## src/rtl/pwm_capture.sv

```systemverilog
// PWM / fan-tach receiver: measures the high time and full period of pwm_i in
// clk_en_i ticks (rising edge to rising edge), with a saturation timeout.
module pwm_capture #(
    parameter int COUNTER_BITWIDTH = 5,
    parameter int SYNC_STAGES      = 2
) (
    input  logic                        clk_i,
    input  logic                        rstn_i,
    input  logic                        clk_en_i,
    input  logic                        pwm_i,
    output logic [COUNTER_BITWIDTH+1:0] highCount_o,
    output logic [COUNTER_BITWIDTH+1:0] periodCount_o,
    output logic                        valid_o,
    output logic                        timeout_o
);
    localparam int CW = COUNTER_BITWIDTH + 2;
    localparam logic [CW-1:0] CNT_MAX = '1;
    localparam logic [CW-1:0] CNT_ONE = CW'(1);

    typedef enum logic [1:0] {IDLE, HIGH, LOW} state_e;

    logic [SYNC_STAGES-1:0] sync_q, sync_vld_q;
    logic                   pwm_s, tick, rise, fall;

    state_e                 state_q, state_d;
    logic [CW-1:0]          period_q, period_d, high_q, high_d;
    logic [CW-1:0]          high_out_q, high_out_d, period_out_q, period_out_d;
    logic                   prev_q, prev_d, valid_q, valid_d, timeout_q, timeout_d;

    // Ticks are ignored until the chain has refilled after reset, so a line
    // that is already high at reset never appears as a 0->1 transition.
    always_ff @(posedge clk_i or negedge rstn_i) begin
        if (!rstn_i) begin
            sync_q     <= '0;
            sync_vld_q <= '0;
        end else begin
            sync_q     <= {sync_q[SYNC_STAGES-2:0], pwm_i};
            sync_vld_q <= {sync_vld_q[SYNC_STAGES-2:0], 1'b1};
        end
    end

    assign pwm_s = sync_q[SYNC_STAGES-1];
    assign tick  = clk_en_i & sync_vld_q[SYNC_STAGES-1];
    assign rise  = pwm_s & ~prev_q;
    assign fall  = ~pwm_s & prev_q;

    always_ff @(posedge clk_i or negedge rstn_i) begin
        if (!rstn_i) begin
            state_q      <= IDLE;
            period_q     <= '0;
            high_q       <= '0;
            prev_q       <= 1'b1;
            high_out_q   <= '0;
            period_out_q <= '0;
            valid_q      <= 1'b0;
            timeout_q    <= 1'b0;
        end else begin
            // NOTE: non-blocking so every register samples the pre-edge values.
            state_q      <= state_d;
            period_q     <= period_d;
            high_q       <= high_d;
            prev_q       <= prev_d;
            high_out_q   <= high_out_d;
            period_out_q <= period_out_d;
            valid_q      <= valid_d;
            timeout_q    <= timeout_d;
        end
    end

    always_comb begin
        // NOTE: every target gets a default first, so no path can infer a latch.
        state_d      = state_q;
        period_d     = period_q;
        high_d       = high_q;
        prev_d       = prev_q;
        high_out_d   = high_out_q;
        period_out_d = period_out_q;
        valid_d      = 1'b0;
        timeout_d    = timeout_q;

        if (tick) begin
            prev_d = pwm_s;
            case (state_q)
                IDLE: begin
                    if (rise) begin
                        period_d = CNT_ONE;
                        high_d   = CNT_ONE;
                        state_d  = HIGH;
                    end
                end
                HIGH, LOW: begin
                    if (rise) begin
                        // A rise wins over saturation on the same tick.
                        high_out_d   = high_q;
                        period_out_d = period_q;
                        valid_d      = 1'b1;
                        timeout_d    = 1'b0;
                        period_d     = CNT_ONE;
                        high_d       = CNT_ONE;
                        state_d      = HIGH;
                    end else if (period_q == CNT_MAX) begin
                        high_out_d   = pwm_s ? CNT_MAX : '0;
                        period_out_d = CNT_MAX;
                        timeout_d    = 1'b1;
                        period_d     = '0;
                        high_d       = '0;
                        state_d      = IDLE;
                    end else begin
                        period_d = period_q + CNT_ONE;
                        if (state_q == HIGH) begin
                            if (fall) state_d = LOW;
                            else      high_d  = high_q + CNT_ONE;
                        end
                    end
                end
                default: state_d = IDLE;
            endcase
        end
    end

    assign highCount_o   = high_out_q;
    assign periodCount_o = period_out_q;
    assign valid_o       = valid_q;
    assign timeout_o     = timeout_q;

endmodule
```

## config.mk

```make
export PLATFORM = sky130hd
export DESIGN_NAME = pwm_capture
export DESIGN_NICKNAME = d
export VERILOG_FILES = /design/src/rtl/pwm_capture.sv
export SDC_FILE = /design/constraint.sdc
export NUM_CORES = 1
export LEC_CHECK = 0
export ABC_AREA = 1
export BUFFER_PORTS_ARGS = -buffer_cell sky130_fd_sc_hd__buf_2
export CAP_MARGIN = 20
export CORE_MARGIN = 4
export CORE_UTILIZATION = 55
export CTS_CLUSTER_SIZE = 16
export DETAILED_ROUTE_END_ITERATION = 8
export PLACE_DENSITY = 0.78
export SLEW_MARGIN = 20
export SYNTH_ARGS = -nofsm -noshare
export SYNTH_HDL_FRONTEND = slang
export SYNTH_SLANG_ARGS = --single-unit
export TNS_END_PERCENT = 100
```

## constraint.sdc

```tcl
create_clock -name clk_i -period 2.6 [get_ports clk_i]
set_input_delay 0.13 -clock clk_i [delete_from_list [all_inputs] [get_ports clk_i]]
set_output_delay 0.13 -clock clk_i [all_outputs]
set_load 0.02 [all_outputs]
```

# [Word-level counts from Yosys, hierarchy flattened]
# Cells that the tools add are included.
[word_totals] regBits=37 in_bits=4 output_inout_bits=16 word_cells=57
[classes] add_sub_neg=2 n_eq_ne=7 mux=25 bitwise=5 reduce_logical=8
[ops] cell="7-bit 2-to-1 mux" n=12
[ops] cell="7-bit one-hot mux with 2 select lines" n=2
[ops] cell="7-bit by 1-bit adder with 7-bit output, second input constant" n=2
[ops] cell="4-bit inequality test, second input constant" n=3
[ops] cell="2-bit 2-to-1 mux" n=5
[ops] cell="7-bit equality test, second input constant" n=1
[ops] cell="3-bit AND reduction" n=2
[ops] cell="1-bit 2-to-1 mux" n=5
[ops] cell="5-bit AND reduction" n=1
[ops] cell="2-bit one-hot mux with 2 select lines" n=1
[ops] cell="4-bit AND reduction" n=1
[ops] cell="2-bit nonzero test" n=2
[ops] cell="1-bit AND" n=3
[ops] cell="2-bit by 1-bit equality test with 1-bit output, second input constant" n=1
[ops] cell="2-bit equality test, second input constant" n=1
[ops] cell="2-bit zero test" n=1
[ops] cell="2-bit inequality test, second input constant" n=1
[ops] cell="1-bit NOT" n=2
[ops] cell="2-bit OR reduction" n=1

# [Longest topological paths before layout]
[logic_depth] ltp_word=7 ltp_mapped=11 mapped_depth_nobuf=10

# [Worst setup path before layout]
# OpenSTA, ideal clock, no wires.
[synth_path] path_type="register to register" start="register prev_q" end="register period_q[6]" setup_time_ns=0.119 arrival_time_ns=1.419 t_required_ns=2.481 slack_ns=1.062 stages_incl_launch_ff=11 n_path_buf=1 synth_period_minus_slack_ns=1.538 cell_sequence="dfstp_2 -> inv_1 -> ha_1 -> buf_4 -> inv_2 -> nand2_2 -> nand2_1 -> nor2_4 -> nand2_1 -> nor2_1 -> o21a_1"
[synth_between] elab_chain_len=4 word_cells_on_any_way=6 cone_classes="1 x eq/ne; 2 x mux; 2 x bitwise; 1 x reduce/logical"
[synth_rtl] item="start: declaration" line_no="28" source="logic prev_q, prev_d, valid_q, valid_d, timeout_q, timeout_d;"
[synth_rtl] item="start signal: assignment" line_no="62" source="prev_q <= prev_d;"
[synth_rtl] item="1-bit NOT *" line_no="44" source="assign rise = pwm_s & ~prev_q;"
[synth_rtl] item="1-bit AND *" line_no="44"
[synth_rtl] item="7-bit 2-to-1 mux or 2-bit inequality test (tied branches)"
[synth_rtl] item="7-bit one-hot mux with 2 select lines or 3-bit AND reduction (tied branches)"
[synth_rtl] item="end signal: assignment" line_no="60" source="period_q <= period_d;"
[synth_rtl] item="end: declaration" line_no="26" source="logic [CW-1:0] period_q, period_d, high_q, high_d;"
# Every way passes the cells marked *; elsewhere a longest branch is shown, timed or not.
# A chain may end at the register's enable or synchronous reset.

# [Final worst setup path]
[layout_path] start="register prev_q" end="register period_q[5]"
# The elaborated chain is that of the path after synthesis.

==> impl_results.md <==
* Status: completed
* Post-Syn Instances at 242
* Largest stage delay on the critical path at around 0.55 ns
* Clock Tree Root: clkbuf_4
* Share of the synthesized area in the top cell type at a little under half
* CTS tree: built
* Std-Cell Rows at 21
* Buffers on Ports at 19
* DR DRC count at 0
* Die width at ~68 um
* Die H at 67.84 um
* CP most frequent cell: nor2_1
* Hold Violations, Final at 0
* Mapped cell area at about 2000 um2
* Critical path capture point type: register
* Most frequent cells in the layout: nand2_1, dfrtp_1, inv_1
* Combinational share of power at between 40% and 50%
* # H-tree levels at 2
* Yosys warning count at 0
* Initial Utilization at roughly 58%
* Total Routing Usage GR at between 15 and 20%
* Fin crit share at about two thirds
* Syn avg cell area at roughly 8 um2
* GR Overflow Total at 0
* Slew Limit Fails at 0
* Routability cong. at 0.8489
* Hold_ws at between 0.2 and 0.25 ns
* Max FO, Critical Path at 13
* Final setup fails at 0
* CTS resizes at 0
* Crit path launch type: register
* Top delay family on crit path: simple AND/OR/NAND/NOR gates
* Worst setup margin at approximately 0.87 ns
* Share of cells above drive strength 1 at between 10% and 20%
* Minimum clock period at 1.733 ns
* Clock Latency Late Sink at 0.33 ns
* Max_cap viols at 0
* Share of total power in the clock network at about 15%
* Nets at around 280
* Syn-to-layout area delta at 9.847%
* Pre-antenna DRT Iters at 4
* Req. time, crit path at 2.87 ns
* Crit path arrival time at around 2 ns
* Post-DRT Antenna Nets at 0
* Synth top area cells: dfrtp_1, nand2_1, inv_1
* Multi-input gate area at between 800 and 900 um2
* TritonCTS Buffers at 5
* Initial DRC Count at ~130
* DP Wirelength at 2512 um
* Core area at roughly 3400 um2
* Drt wl/cell at around 11 um
* Clk_skew at about 0.013 ns
* Die Footprint at 4602 um2
* Initial antenna violation count at 0
* LEAKAGE at between 0.001 and 0.0015 uW
* Setup Slack @ Placement at roughly 0.86 ns
* Power Internal at 1111 uW
* Worst Tran Pin Value at approximately 0.8 ns
* Power Density at about 900 nW/um2
* Fillers at just under 300
* Num ports at 20
* Setup TNS at 0 ns
* Post-synthesis cell type count at 32
* Seq/Total Area, Yosys at between 40% and 50%
* Slowest CP cell: dfstp_2
* Worst-path clk slew at about 0.11 ns
* RSZ-0062 raised after global routing: no
* Yosys top cell by area: dfrtp_1
* Antenna diodes at 0
* Commonest non-fill, non-tap cell in the layout: nand2_1
* Switching part of the total at ~43%
* Global-route wire length before repair at around 6400 um
* CTS max path bufs at 2
* Max-Slew Margin vs Limit at between 40% and 50%
* WP buf/inv at 2
* Worst-path cell chain: inv_1, ha_1, inv_2, nand2_2, nand3_1, nor2_1, nand3b_1, nand2_1, nor2_1
* Via count at between 1.5k and 2k
* Largest net degree at the start of global routing at 38
* Vias in the first global route at ~1.5k
* Pwr Total at slightly below 2000 uW
* Fraction of power consumed by sequential logic at 44.4%
* #FFs+latches synth at 37
* Post-Syn Nets at 253
* Peak Freq at approximately 580 MHz
* Crit path kind: reg2reg
* Vias per std cell at 4.821
* Sw power at between 800 and 900 uW
* FF+latch area at between 900 and 1000 um2
* Clk sink count at 37
* Routed WL at ~3400 um
* Worst vdd ir at 0.0004560 V
* Hold WC Path Type: in2reg
worst reg2reg max path, stage by stage, from the launching register on:
cell      delay, ns
dfstp_2        0.55
inv_1          0.04
ha_1           0.27
inv_2          0.20
nand2_2        0.09
nand3_1        0.19
nor2_1         0.11
nand3b_1       0.09
nand2_1        0.05
nor2_1         0.10
repair_timing:
item                      CTS  global route
buffers inserted            0             0
hold buffers                2             0
hold endpoints to repair   37             0
synthesized netlist by cell type (all sizes together):
cell type and count:
buf 4, inv 29, a21oi 5, conb 1
dfstp 1, xor2 2, a22oi 1, o21ai 13
nor3 1, nand4 3, xnor2 1, o21a 1
dfrtp 36, nand3 9, ha 7, nand2 103
nor2 23, nand3b 2
flip-flops by register name (all words and copies together), names as in the netlist:
name / cells
period_q: 7
highCount_o: 7
timeout_o: 1
sync_vld_q: 2
valid_o: 1
sync_q: 2
prev_q: 1
state_q: 2
high_q: 7
periodCount_o: 7
path summary, 6_finish.rpt:
| kind | startpoint | cells past startpoint | end | slack, ns |
|---|---|---|---|---|
| setup / recovery | prev_q | 9 | period_q[5] | 0.87 |
| hold / removal | clk_en_i | 4 | prev_q | 0.20 |
| setup reg to reg | prev_q | 9 | period_q[5] | 0.87 |
| hold reg to reg | sync_vld_q[0] | 0 | sync_vld_q[1] | 0.36 |
| max in group asynchronous | rstn_i | 2 | state_q[1] | 1.69 |
| min in group asynchronous | rstn_i | 2 | period_q[5] | 0.41 |
routing by layer:
metal	vias up	part of all wire [%]	wire (um)	GRT usage [%]
met5	-	0	0	0
met4	0	1.2	40	6.948
met2	19	46	1554	30.38
met3	5	4.2	143	3.941
li1	792	-	-	-
met1	693	49	1675	23.39
power groups by stage:
stage               clock network (uW)  logic [uW]  registers, uW
floorplan                            0         443            997
global placement                     0         781            863
detailed placement                   0         791            872
CTS                                301         797            859
global route                       325         909            882
finish                             291         786            860
kinds of logic after synthesis:
| group | count (synthesis) | share of synthesized area [%] |
|---|---|---|
| XOR/XNOR | 3 | 1.334 |
| adder cells (fa/ha/maj) | 7 | 4.447 |
| flip-flops | 37 | 47.08 |
| AND/OR/NAND/NOR | 141 | 33.48 |
| other | 1 | 0.1904 |
| buffers and inverters | 33 | 7.370 |
| AO/OA/AOI/OAI | 20 | 6.099 |
through the flow:
| stage | instances | instance area [um2] | util [%] |
|---|---|---|---|
| after global routing | 313 | 2163 | 63.82 |
| final | 313 | 2163 | 63.82 |
| after global placement | 303 | 2088 | 61.61 |
| after detailed placement | 303 | 2088 | 61.61 |
| after floorplan | 242 | 1969 | - |
| after CTS | 313 | 2163 | 63.82 |
layout make-up:
type                       instances  area share [%]
clock inverter                     3          0.8097
multi-input combinational        172           41.47
sequential                        37           42.86
timing repair buffer              21           5.321
inverter                          29           5.148
clock buffer                       5           1.735
tap                               46           2.661
Note: power is estimated with default switching activity, not from simulation.
